<file path="config.mk">
export PLATFORM = sky130hd
export DESIGN_NAME = float_composer
export DESIGN_NICKNAME = d
export VERILOG_FILES = /design/src/rtl/float_composer.sv
export SDC_FILE = /design/constraint.sdc
export NUM_CORES = 1
export LEC_CHECK = 0
export ABC_CLOCK_PERIOD_IN_PS = 7900
export BUFFER_PORTS_ARGS = -buffer_cell sky130_fd_sc_hd__buf_2
export CAP_MARGIN = 40
export CORE_AREA = 2 2 151 153
export CTS_BUF_LIST = sky130_fd_sc_hd__clkbuf_4 sky130_fd_sc_hd__clkbuf_8
export DETAILED_ROUTE_END_ITERATION = 7
export DIE_AREA = 0 0 153 155
export GPL_TIMING_DRIVEN = 0
export PLACE_DENSITY = 0.86
export SETUP_SLACK_MARGIN = 0.05
export SLEW_MARGIN = 10
export SYNTH_ARGS = -nofsm -noshare
export SYNTH_HDL_FRONTEND = slang
export SYNTH_SLANG_ARGS = --single-unit
</file>
<file path="constraint.sdc">
create_clock -name clk -period 7.9 [get_ports clk]
set_input_delay 1.185 -clock clk [delete_from_list [all_inputs] [get_ports clk]]
set_output_delay 1.185 -clock clk [all_outputs]
set_load 0.02 [all_outputs]
</file>
<file path="src/rtl/float_composer.sv">
// -----------------------------------------------------------------------------
// float_composer
//   Converts three signed fixed-point values Q(INT_W).(FRAC_W) into IEEE-754
//   single-precision words. One shared bit-serial normalizer handles lanes
//   0, 1, 2 in turn; one job (three lanes) is in flight at a time.
//
//   Optional feature macro: FLOAT_COMPOSER_RNE_EN
//     defined   -> round-to-nearest-even on the mantissa
//     undefined -> truncation (round/sticky bits ignored)
//
// Ports
//   clk        clock
//   rst        asynchronous, active-high reset
//   in_valid   job offered on fx1..fx3
//   in_ready   high only while IDLE
//   fx1..fx3   W-bit signed fixed-point inputs (W = INT_W + FRAC_W, 25..48)
//   out_valid  f1..f3 valid, held until out_ready
//   out_ready  consumer accepts the result
//   f1..f3     float32 results (hold value until rewritten by their lane)
//   busy       high in every state except IDLE
// -----------------------------------------------------------------------------
module float_composer #(
  parameter int INT_W  = 16,
  parameter int FRAC_W = 16
) (
  input  logic                      clk,
  input  logic                      rst,
  input  logic                      in_valid,
  output logic                      in_ready,
  input  logic [INT_W+FRAC_W-1:0]   fx1,
  input  logic [INT_W+FRAC_W-1:0]   fx2,
  input  logic [INT_W+FRAC_W-1:0]   fx3,
  output logic                      out_valid,
  input  logic                      out_ready,
  output logic [31:0]               f1,
  output logic [31:0]               f2,
  output logic [31:0]               f3,
  output logic                      busy
);

  localparam int W    = INT_W + FRAC_W;
  localparam int LZ_W = $clog2(W);
  // Exponent for a value whose MSB sits at bit W-1 (lz = 0).
  localparam logic [7:0] EXP_BASE = 8'(127 + INT_W - 1);

  typedef enum logic [2:0] {
    IDLE = 3'd0,
    LOAD = 3'd1,
    NORM = 3'd2,
    PACK = 3'd3,
    DONE = 3'd4
  } state_t;

  state_t          state_r;
  state_t          state_s;

  logic [W-1:0]    fx0_r;
  logic [W-1:0]    fx1_r;
  logic [W-1:0]    fx2_r;
  logic [1:0]      lane_r;
  logic            sign_r;
  logic [W-1:0]    mag_r;
  logic [LZ_W-1:0] lz_r;

  logic [W-1:0]    sel_fx_s;
  logic [31:0]     pack_s;
  logic [7:0]      exp_s;
  logic [22:0]     mant_s;

  // Lane input multiplexer for the shared normalizer.
  always_comb begin
    sel_fx_s = fx0_r;
    case (lane_r)
      2'd0:    sel_fx_s = fx0_r;
      2'd1:    sel_fx_s = fx1_r;
      2'd2:    sel_fx_s = fx2_r;
      default: sel_fx_s = fx0_r;
    endcase
  end

  // State register.
  always_ff @(posedge clk or posedge rst) begin
    if (rst) begin
      state_r <= IDLE;
    end else begin
      state_r <= state_s;
    end
  end

  // Next-state logic.
  always_comb begin
    state_s = state_r;
    case (state_r)
      IDLE: begin
        if (in_valid) begin
          state_s = LOAD;
        end else begin
          state_s = IDLE;
        end
      end
      LOAD: begin
        // A zero input has nothing to normalize.
        if (sel_fx_s == '0) begin
          state_s = PACK;
        end else begin
          state_s = NORM;
        end
      end
      NORM: begin
        if (mag_r[W-1]) begin
          state_s = PACK;
        end else begin
          state_s = NORM;
        end
      end
      PACK: begin
        if (lane_r == 2'd2) begin
          state_s = DONE;
        end else begin
          state_s = LOAD;
        end
      end
      DONE: begin
        if (out_ready) begin
          state_s = IDLE;
        end else begin
          state_s = DONE;
        end
      end
      default: state_s = IDLE;
    endcase
  end

  // Float assembly from the normalized magnitude of the current lane.
  always_comb begin
    exp_s  = EXP_BASE - 8'(lz_r);
    mant_s = mag_r[W-2 -: 23];
`ifdef FLOAT_COMPOSER_RNE_EN
    begin
      logic        round_v;
      logic        sticky_v;
      logic [W-1:0] low_v;
      logic [23:0] sum_v;
      round_v  = mag_r[W-25];
      // Bits below the round bit, left-justified; empty when W = 25.
      low_v    = mag_r << 25;
      sticky_v = |low_v;
      sum_v    = {1'b0, mant_s} + 24'(round_v && (sticky_v || mant_s[0]));
      if (sum_v[23]) begin
        mant_s = 23'd0;
        exp_s  = exp_s + 8'd1;
      end else begin
        mant_s = sum_v[22:0];
      end
    end
`else
    mant_s = mag_r[W-2 -: 23];
`endif
    if (mag_r == '0) begin
      // Zero is always +0, never -0.
      pack_s = 32'h0000_0000;
    end else begin
      pack_s = {sign_r, exp_s, mant_s};
    end
  end

  // Datapath, result and handshake registers.
  always_ff @(posedge clk or posedge rst) begin
    if (rst) begin
      fx0_r     <= '0;
      fx1_r     <= '0;
      fx2_r     <= '0;
      lane_r    <= 2'd0;
      sign_r    <= 1'b0;
      mag_r     <= '0;
      lz_r      <= '0;
      f1        <= 32'h0000_0000;
      f2        <= 32'h0000_0000;
      f3        <= 32'h0000_0000;
      out_valid <= 1'b0;
      busy      <= 1'b0;
      in_ready  <= 1'b1;
    end else begin
      case (state_r)
        IDLE: begin
          if (in_valid) begin
            fx0_r  <= fx1;
            fx1_r  <= fx2;
            fx2_r  <= fx3;
            lane_r <= 2'd0;
          end
        end
        LOAD: begin
          // Two's-complement negate; the most negative value maps to 2^(W-1).
          sign_r <= sel_fx_s[W-1];
          mag_r  <= sel_fx_s[W-1] ? (~sel_fx_s + W'(1)) : sel_fx_s;
          lz_r   <= '0;
        end
        NORM: begin
          if (!mag_r[W-1]) begin
            mag_r <= mag_r << 1;
            lz_r  <= lz_r + LZ_W'(1);
          end
        end
        PACK: begin
          case (lane_r)
            2'd0:    f1 <= pack_s;
            2'd1:    f2 <= pack_s;
            2'd2:    f3 <= pack_s;
            default: ;
          endcase
          if (lane_r != 2'd2) begin
            lane_r <= lane_r + 2'd1;
          end
        end
        DONE:    ;
        default: ;
      endcase
      out_valid <= (state_s == DONE);
      busy      <= (state_s != IDLE);
      in_ready  <= (state_s == IDLE);
    end
  end

endmodule

</file>
# Word level (Yosys, flattened, before mapping)
# Index checks and enable logic that the tools add are counted.
totals:
  register_bits: 238
  inputBits: 100
  output_inout_bits: 99
  elab_cells: 61
classes:
  add_sub_neg: 4
  n_eq_ne: 11
  muxes: 16
  bitwise_logic: 1
  reduce_logical: 14
op_table:
  columns: ["op", "n"]
  rows:
  - ["$pmux 32 s2", 2]
  - ["$mux 32", 3]
  - ["$logic_not 32->1", 2]
  - ["$add 32x1->32 const B", 1]
  - ["$not 32->32", 1]
  - ["$pmux 3 s5", 1]
  - ["$pmux 5 s2", 1]
  - ["$reduce_and 2->1", 5]
  - ["$ne 2x2->1 const B", 4]
  - ["$sub 8x5->8 const A", 1]
  - ["$eq 3x2->1 const B", 2]
  - ["$eq 3x3->1 const B", 2]
  - ["$logic_not 3->1", 2]
  - ["$mux 3", 2]
  - ["$add 5x1->5 const B", 1]
  - ["$mux 5", 1]
  - ["$mux 2", 2]
  - ["$pmux 2 s2", 1]
  - ["$reduce_bool 2->1", 2]
  - ["$eq 3x1->1 const B", 1]
  - ["$mux 1", 3]
  - ["$reduce_and 3->1", 1]
  - ["$reduce_bool 3->1", 1]
  - ["$add 2x1->2 const B", 1]
  - ["other kinds (3)", 3]

# Logic depth before layout (Yosys ltp)
# Gate-level depths: netlist of run 1.
logic_depth:
  depth_word: 6
  mapped_depth: 12
  mapped_depth_nobuf: 10

# Worst setup path before layout of run 1
# Ideal clock, no wire load.
synth_path:
  path_kind: "input to register"
  startpoint: "input port in_valid"
  endpoint: "register fx2_r[10]"
  setup_ps: 125
  arrival_time_ps: 2590
  t_required_ps: 7775
  slack_ps: 5185
  path_stages: 5
  path_cell_list: "nor4b_1 clkbuf_1 buf_2 buf_1 mux2_2"
synth_between:
  elab_chain_len: 1
synth_rtl:
  columns: ["item", "line", "text"]
  rows:
  - ["from (decl)", "28", "input logic in_valid,"]
  - ["$reduce_and 2->1 (no source line)", null, null]
  - ["to (signal assigned)", "172", "fx2_r <= '0;"]
  - ["to (signal assigned)", "189", "fx2_r <= fx3;"]
  - ["to (decl)", "59", "logic [W-1:0] fx2_r;"]
# No other way between the ends.
# A chain may end at the register's enable or synchronous reset.

# Worst setup path after layout of run 1
layout_path:
  startpoint: "register lane_r[0]"
  endpoint: "register mag_r[22]"
layout_between:
  elab_chain_len: 6
  word_cells_on_any_way: 7
  classes_between: "add/sub (1); eq/ne (2); mux (3); bitwise (1)"
layout_rtl:
  columns: ["item", "line", "text"]
  rows:
  - ["from (decl)", "60", "logic [1:0] lane_r;"]
  - ["from (signal assigned)", "213", "lane_r <= lane_r + 2'd1;"]
  - ["$eq 2x2->1 or $eq 2x1->1 (tied branches)", "73", "case (lane_r)"]
  - ["$pmux 32 s2 *", "73", null]
  - ["$not 32->32", "196", "mag_r <= sel_fx_s[W-1] ? (~sel_fx_s + W'(1)) : sel_fx_s;"]
  - ["$add 32x1->32", "196", null]
  - ["$mux 32 *", "196", null]
  - ["$pmux 32 s2 *", "184", "case (state_r)"]
  - ["to (signal assigned)", "196", null]
  - ["to (signal assigned)", "201", "mag_r <= mag_r << 1;"]
  - ["to (decl)", "62", "logic [W-1:0] mag_r;"]
# Mark *: on every way between the ends. The rest lies on a longest branch, timed or not.

==> impl_results.md, run 1 <==
* Post-CTS Setup Repair Bufs at 0
* CTS tree: yes
* Most common cell after layout, fill and taps aside: dfrtp_1
* Clk slew on worst S/H paths at 0.06 ns
* VDD IR-drop max at 0.000279 V
* Die area at 0.0237 sq mm
* Cts hold-fix bufs at 0
* Hold_ws at 0.478 ns
* DRC viols at 0
* GPL Wtd Cong at 0.905
* Power per cell area at 529 mW/mm^2
* Final instance area at 0.0132 sq mm
* Fill count at 1796
* DR WL/cell at 19.6 microns
* Seq/Total Area, Yosys at 0.547
* Worst-skew pair later-pin latency at 0.54 ns
* Number of global-route vias before repair at 8373
* CTS root buf: clkbuf_8
* Post-Synthesis Cell Area at 0.0109 sq mm
* Drt via density at 5.67
* Final cell count without fillers at 1439
* Die width at 153 microns
* # resized after CTS at 0
* Num rows at 55
* Core area at 0.0222 sq mm
* Final nets at 1227
* Synthesized Nets at 986
* WP data required at 8.30 ns
* CTS buffer count at 40
* Async S/R FF share, synth at 1.00
* Final setup fails at 0
* Starting DRT DRC Count at 576
* Remaining antenna violation count at 0
* DR pass1 iterations at 5
* CTS Buffer Depth at 3
* Final period utilization at 0.412
* Tot GR Track Use at 0.239
* Worst Slack Setup Final at 4.64 ns
* Pre-CTS WS at 4.49 ns
* Leak at 6.04 nW
* Most frequent cells in the layout: dfrtp_1 (237), buf_2 (204), mux2_2 (166)
* Worst hold path type: flop to flop
* Crit start category: flop
* Fmax at 307 MHz
* CP max FO at 10
* Initial antenna violation count at 0
* Overflow left after global routing at 0
* Vias at 8162
* H-tree depth at 2
* Final Skew at 0.0195 ns
* Port bufs at 198
* Die height at 155 microns
* # clock sinks at 238
* Seq cells post-synth at 238
* RSZ-0062 raised after global routing: no
* Crit path time final at 3.26 ns
* Slew @ Worst Pin at 0.789 ns
* Crit end category: flop
* Final Slew Violations at 0
* Top FF cell, synth: dfrtp_1
* Synthesized area per cell at 12.4 sq um
* Area post-placement at 0.0123 sq mm
* Cells after DPL at 1365
* HPWL Detailed at 20.5 mm
* Routed wire length at 28.2 mm
* Synth warn at 0
* Share of cells above drive strength 1 at 0.425
* Initial Util at 0.490
* Pin count of the biggest net entering global routing at 127
* Yosys cell types at 66
* Cell count after synthesis at 881
* Synthesis-to-finish area growth at 20.9%
* Num ports at 199
* First-pass GRT wire length at 45.1 mm
* Crit Path Class: flop to flop
* Status: finished, final reports clean
* Number of synthesized flops with an enable pin at 0
* Final Hold Fails at 0
* WP data arrival at 3.66 ns
* Headroom to the max-slew limit at 0.474
* Max-cap violations at 0
* Fin Setup TNS at 0 ns
## synth_stat cells, types with 6 or more instances
cell	n	area, sq um
a22oi_1	13	97.6
xor2_1	18	158
mux2i_4	7	158
clkbuf_1	27	101
inv_1	8	30.0
nor4_1	9	56.3
a22o_1	14	123
nor2_1	30	113
mux2i_1	10	100
xnor2_1	11	96.3
dfrtp_1	237	5930
buf_6	7	78.8
o21ai_0	68	340
and3_1	10	62.6
o22ai_1	9	56.3
nand3_1	11	55.1
a21oi_1	45	225
buf_2	6	30.0
nand2_1	62	233
a31oi_1	8	50.1
buf_1	9	33.8
a21o_1	6	45.0
mux2_2	166	1870
## layout make-up
cell class,count,area [sq um],share of cell area
Clock buffer,65,820,0.0622
Multi-Input combinational cell,580,4570,0.347
Clock inverter,7,65.1,0.00494
Inverter,8,37.5,0.00285
Timing Repair Buffer,199,1020,0.0774
Antenna cell,2,5.00,0.000380
Tap cell,285,357,0.0271
Buffer,55,334,0.0254
Sequential cell,238,5960,0.452
## through the flow
stage	total power [W]	util
2_1_floorplan	0.00470	-
6_report	0.00696	0.592
5_1_grt	0.00739	0.592
3_5_place_dp	0.00575	0.552
3_3_place_gp	0.00561	0.551
4_1_cts	0.00696	0.592
## path summary, 6_finish.rpt
check                                      start  depth (start not counted)                     to  slack (ns)
max in group asynchronous                    rst                          3      f2[3]$_DFFE_PP0P_        6.02
max                        lane_r[0]$_DFFE_PP0P_                         11  mag_r[22]$_DFFE_PP0P_        4.64
min in group asynchronous                    rst                          2  fx2_r[18]$_DFFE_PP0P_        0.78
min reg2reg                   f1[30]$_DFFE_PP0P_                          2     f1[30]$_DFFE_PP0P_        0.48
min                           f1[30]$_DFFE_PP0P_                          2     f1[30]$_DFFE_PP0P_        0.48
max reg2reg                lane_r[0]$_DFFE_PP0P_                         11  mag_r[22]$_DFFE_PP0P_        4.64
## worst max-delay path, cell delays in order, from the launching register on
cell and delay (ns):
dfrtp_1 0.38, inv_1 0.08, ha_1 0.30, buf_6 0.18, buf_2 0.29, mux2i_4 0.39, ha_1 0.25, nand2_1 0.15
nor4_2 0.57, nand3_1 0.20, mux2i_1 0.24, a21oi_1 0.10
## per-layer routing
metal	wire length, microns	share of wire	vias up	GRT usage
met5	0	0	-	0
met4	515	0.018	0	0.0653
met3	2180	0.077	46	0.0613
met2	13900	0.49	343	0.404
met1	11600	0.41	4085	0.308
li1	-	-	3688	-
## logic make-up (layout without fill, tap and decap cells)
family                   Yosys count  in the layout  synth area share
AO/OA/AOI/OAI                    197            197             0.112
XOR/XNOR                          29             29            0.0233
adder cells (fa/ha/maj)            5              5           0.00574
buffers and inverters             63            334            0.0334
flip-flops                       238            238             0.547
multiplexers                     187            187             0.200
other                              0              2                 0
AND/OR/NAND/NOR                  162            162            0.0781
## registers in the layout, indices dropped and copies added (netlist names)
name	flops
f1	32
f2	32
f3	32
fx0_r	32
fx1_r	32
fx2_r	32
mag_r	32
lz_r	5
state_r	3
lane_r	2
busy	1
in_ready	1
out_valid	1
sign_r	1
## power by group
part / internal [W] / switching, W
registers: 0.00181 / 0.000418
clock network: 0.000689 / 0.000494
logic: 0.00148 / 0.00208
Power figures use the tool's default switching activity.
==> inputs of run 2 (changes only) <==
- ABC_CLOCK_PERIOD_IN_PS: 7900 -> 3000
- PLACE_DENSITY: 0.86 -> 0.83
- clock period: 7.9 -> 3 ns (I/O delays scaled with it)
==> run 2 against run 1 <==
Hold slack lost 0.39 ns; sequential cell count did not move; utilization grew 3.5 points; fmax increased by 10%; design area is 5.9% higher.
==> impl_results.md, run 2 (synthesized netlist as in run 1, its figures left out) <==
* Final Skew at 0.0270 ns
* Num ports at 199
* Share of cells above drive strength 1 at 0.469
* Remaining antenna violation count at 0
* Overflow left after global routing at 0
* CTS tree: yes
* Headroom to the max-slew limit at 0.500
* Fin util at 0.628
* Number of global-route vias before repair at 8062
* VDD IR-drop max at 0.000683 V
* Die width at 153 microns
* Vias at 8415
* Worst-skew pair later-pin latency at 0.55 ns
* Pin count of the biggest net entering global routing at 40
* WP data arrival at 3.37 ns
* Critical R2R Launch: lane_r[0]$_DFFE_PP0P_
* Initial antenna violation count at 2
* Worst path max stage delay at 0.50 ns
* Final Hold Fails at 0
* Num rows at 55
* Reg area at 0.00596 sq mm
* Max-cap violations at 0
* Crit start category: flop
* Most common cell after layout, fill and taps aside: dfrtp_1
* Cells after DPL at 1371
* Synthesis-to-finish area growth at 28.0%
* H-tree depth at 2
* CTS Buffer Depth at 3
* Crit Path Class: flop to flop
* Fmax at 338 MHz
* Routed wire length at 28.9 mm
* GPL Wtd Cong at 0.923
* Final nets at 1266
* Final period utilization at 0.987
* CTS buffer count at 40
* Final cell count without fillers at 1479
* Crit path time final at 2.96 ns
* Core area at 0.0222 sq mm
* Most frequent cells in the layout: dfrtp_1 (237), buf_2 (203), mux2_2 (166)
* Initial Util at 0.490
* Port bufs at 198
* Die area at 0.0237 sq mm
* Reg2reg path depth at 11
* Crit end category: flop
* Slowest stage cell, crit path: a21oi_1
* Cell depth of the worst setup path at 11
* Reg-to-reg endpoint: mag_r[9]$_DFFE_PP0P_
* DR WL/cell at 19.5 microns
* Slew @ Worst Pin at 0.750 ns
* DR pass1 iterations at 6
* Fill count at 1660
* Worst hold path type: input pin to flop
* WP data required at 3.41 ns
* HPWL Detailed at 20.7 mm
* Final setup fails at 0
* # clock sinks at 238
* Buf/Inv on CP at 5
* Worst Setup SP: lane_r[0]$_DFFE_PP0P_
* Die height at 155 microns
* Starting DRT DRC Count at 664
* Status: finished, final reports clean
* Leak at 6.38 nW
* Cells along the critical path: inv_2 > ha_4 > buf_6 > buf_4 > buf_2 > a22oi_1 > a21oi_1 > clkbuf_8 > o31ai_1 > xnor2_1 > o21ai_0
* CP max FO at 10
* CTS root buf: clkbuf_8
* First-pass GRT wire length at 44.3 mm
* Drt via density at 5.69
* Final Slew Violations at 0
* DRC viols at 0
* RSZ-0062 raised after global routing: yes
* FF-to-FF setup slack at 0.04 ns
* Multi-input gate area at 0.00483 sq mm
* Crit path capture: mag_r[9]$_DFFE_PP0P_
* Tot GR Track Use at 0.237
* Clk slew on worst S/H paths at 0.07 ns
* CP top delay family: buffers and inverters
* Power per cell area at 1430 mW/mm^2
run 2: cell count changes in the layout (fill, tap and decap cells not counted), sizes merged:
cell         previous run  this run
buf                   223       258
bufinv                  1         5
clkbuf                 96        94
clkinv                  4         6
clkinvlp                2         4
diode                   2         1
dlygate4sd3             0         1
inv                     8         7
run 2: report_power, final:
group | internal [W] | switching, W
registers | 0.00476 | 0.00113
clock network | 0.00208 | 0.00134
logic | 0.00465 | 0.00597
total | 0.0115 | 0.00843
run 2: area by class of cell:
type                    instances  area share
repair buffers                238       0.103
clock inverters                14      0.0145
multi-input cells             580       0.346
inverters                       8     0.00242
clock buffers                  60      0.0552
well taps                     285      0.0256
diodes                          1    0.000179
flip-flops and latches        238       0.427
plain buffers                  55      0.0260
run 2: metrics by stage:
| stage | area [sq um] | worst slack [ns] | power, W | hold WS [ns] | TNS [ns] |
|---|---|---|---|---|---|
| 3_5_place_dp | 12400 | -0.213 | 0.0151 | 0.412 | -1.28 |
| 2_1_floorplan | 10900 | -0.569 | 0.0124 | 0.444 | -134.86 |
| 6_report | 13900 | 0.0399 | 0.0199 | 0.0878 | 0 |
| 4_1_cts | 13400 | 0.0267 | 0.0188 | 0.0594 | 0 |
| 3_3_place_gp | 12200 | -1.84 | 0.0148 | 0.456 | -432.91 |
| 5_1_grt | 13900 | -0.0567 | 0.0210 | 0.0527 | -0.140 |
run 2: layer usage:
| layer | part of all wire | track usage | vias to the layer above |
|---|---|---|---|
| met1 | 0.42 | 0.314 | 4183 |
| li1 | - | - | 3767 |
| met2 | 0.48 | 0.386 | 393 |
| met4 | 0.027 | 0.0811 | 2 |
| met3 | 0.074 | 0.0577 | 70 |
| met5 | 0.00042 | 0 | - |
run 2: timing repair:
action	in CTS	in global routing
hold buffers	1	0
pin swaps	4	19
setup endpoints to repair	27	45
resized for setup	11	51
hold endpoints to repair	8	0
gates cloned	0	1
buffers inserted	3	28
run 2: worst min path at each step:
| stage | startpoint | to | cells after the start |
|---|---|---|---|
| 2_1_floorplan | sign_r$_DFFE_PP0P_ | sign_r$_DFFE_PP0P_ | 2 |
| 3_3_place_gp | f2[26]$_DFFE_PP0P_ | f2[26]$_DFFE_PP0P_ | 2 |
| 3_5_place_dp | rst | fx1_r[23]$_DFFE_PP0P_ | 2 |
| 4_1_cts | out_ready | out_valid$_DFF_PP0_ | 2 |
| 5_1_grt | out_ready | out_valid$_DFF_PP0_ | 2 |
| 6_report | out_ready | out_valid$_DFF_PP0_ | 2 |
run 2: worst register-to-register path, delay by kind of cell (launching register included):
family	cells	cell delay, ns
AOI/OAI and AO/OA	4	0.87
buffers and inverters	5	1.05
adders and majority gates	1	0.15
DFF	1	0.43
xor gates and xnor gates	1	0.31
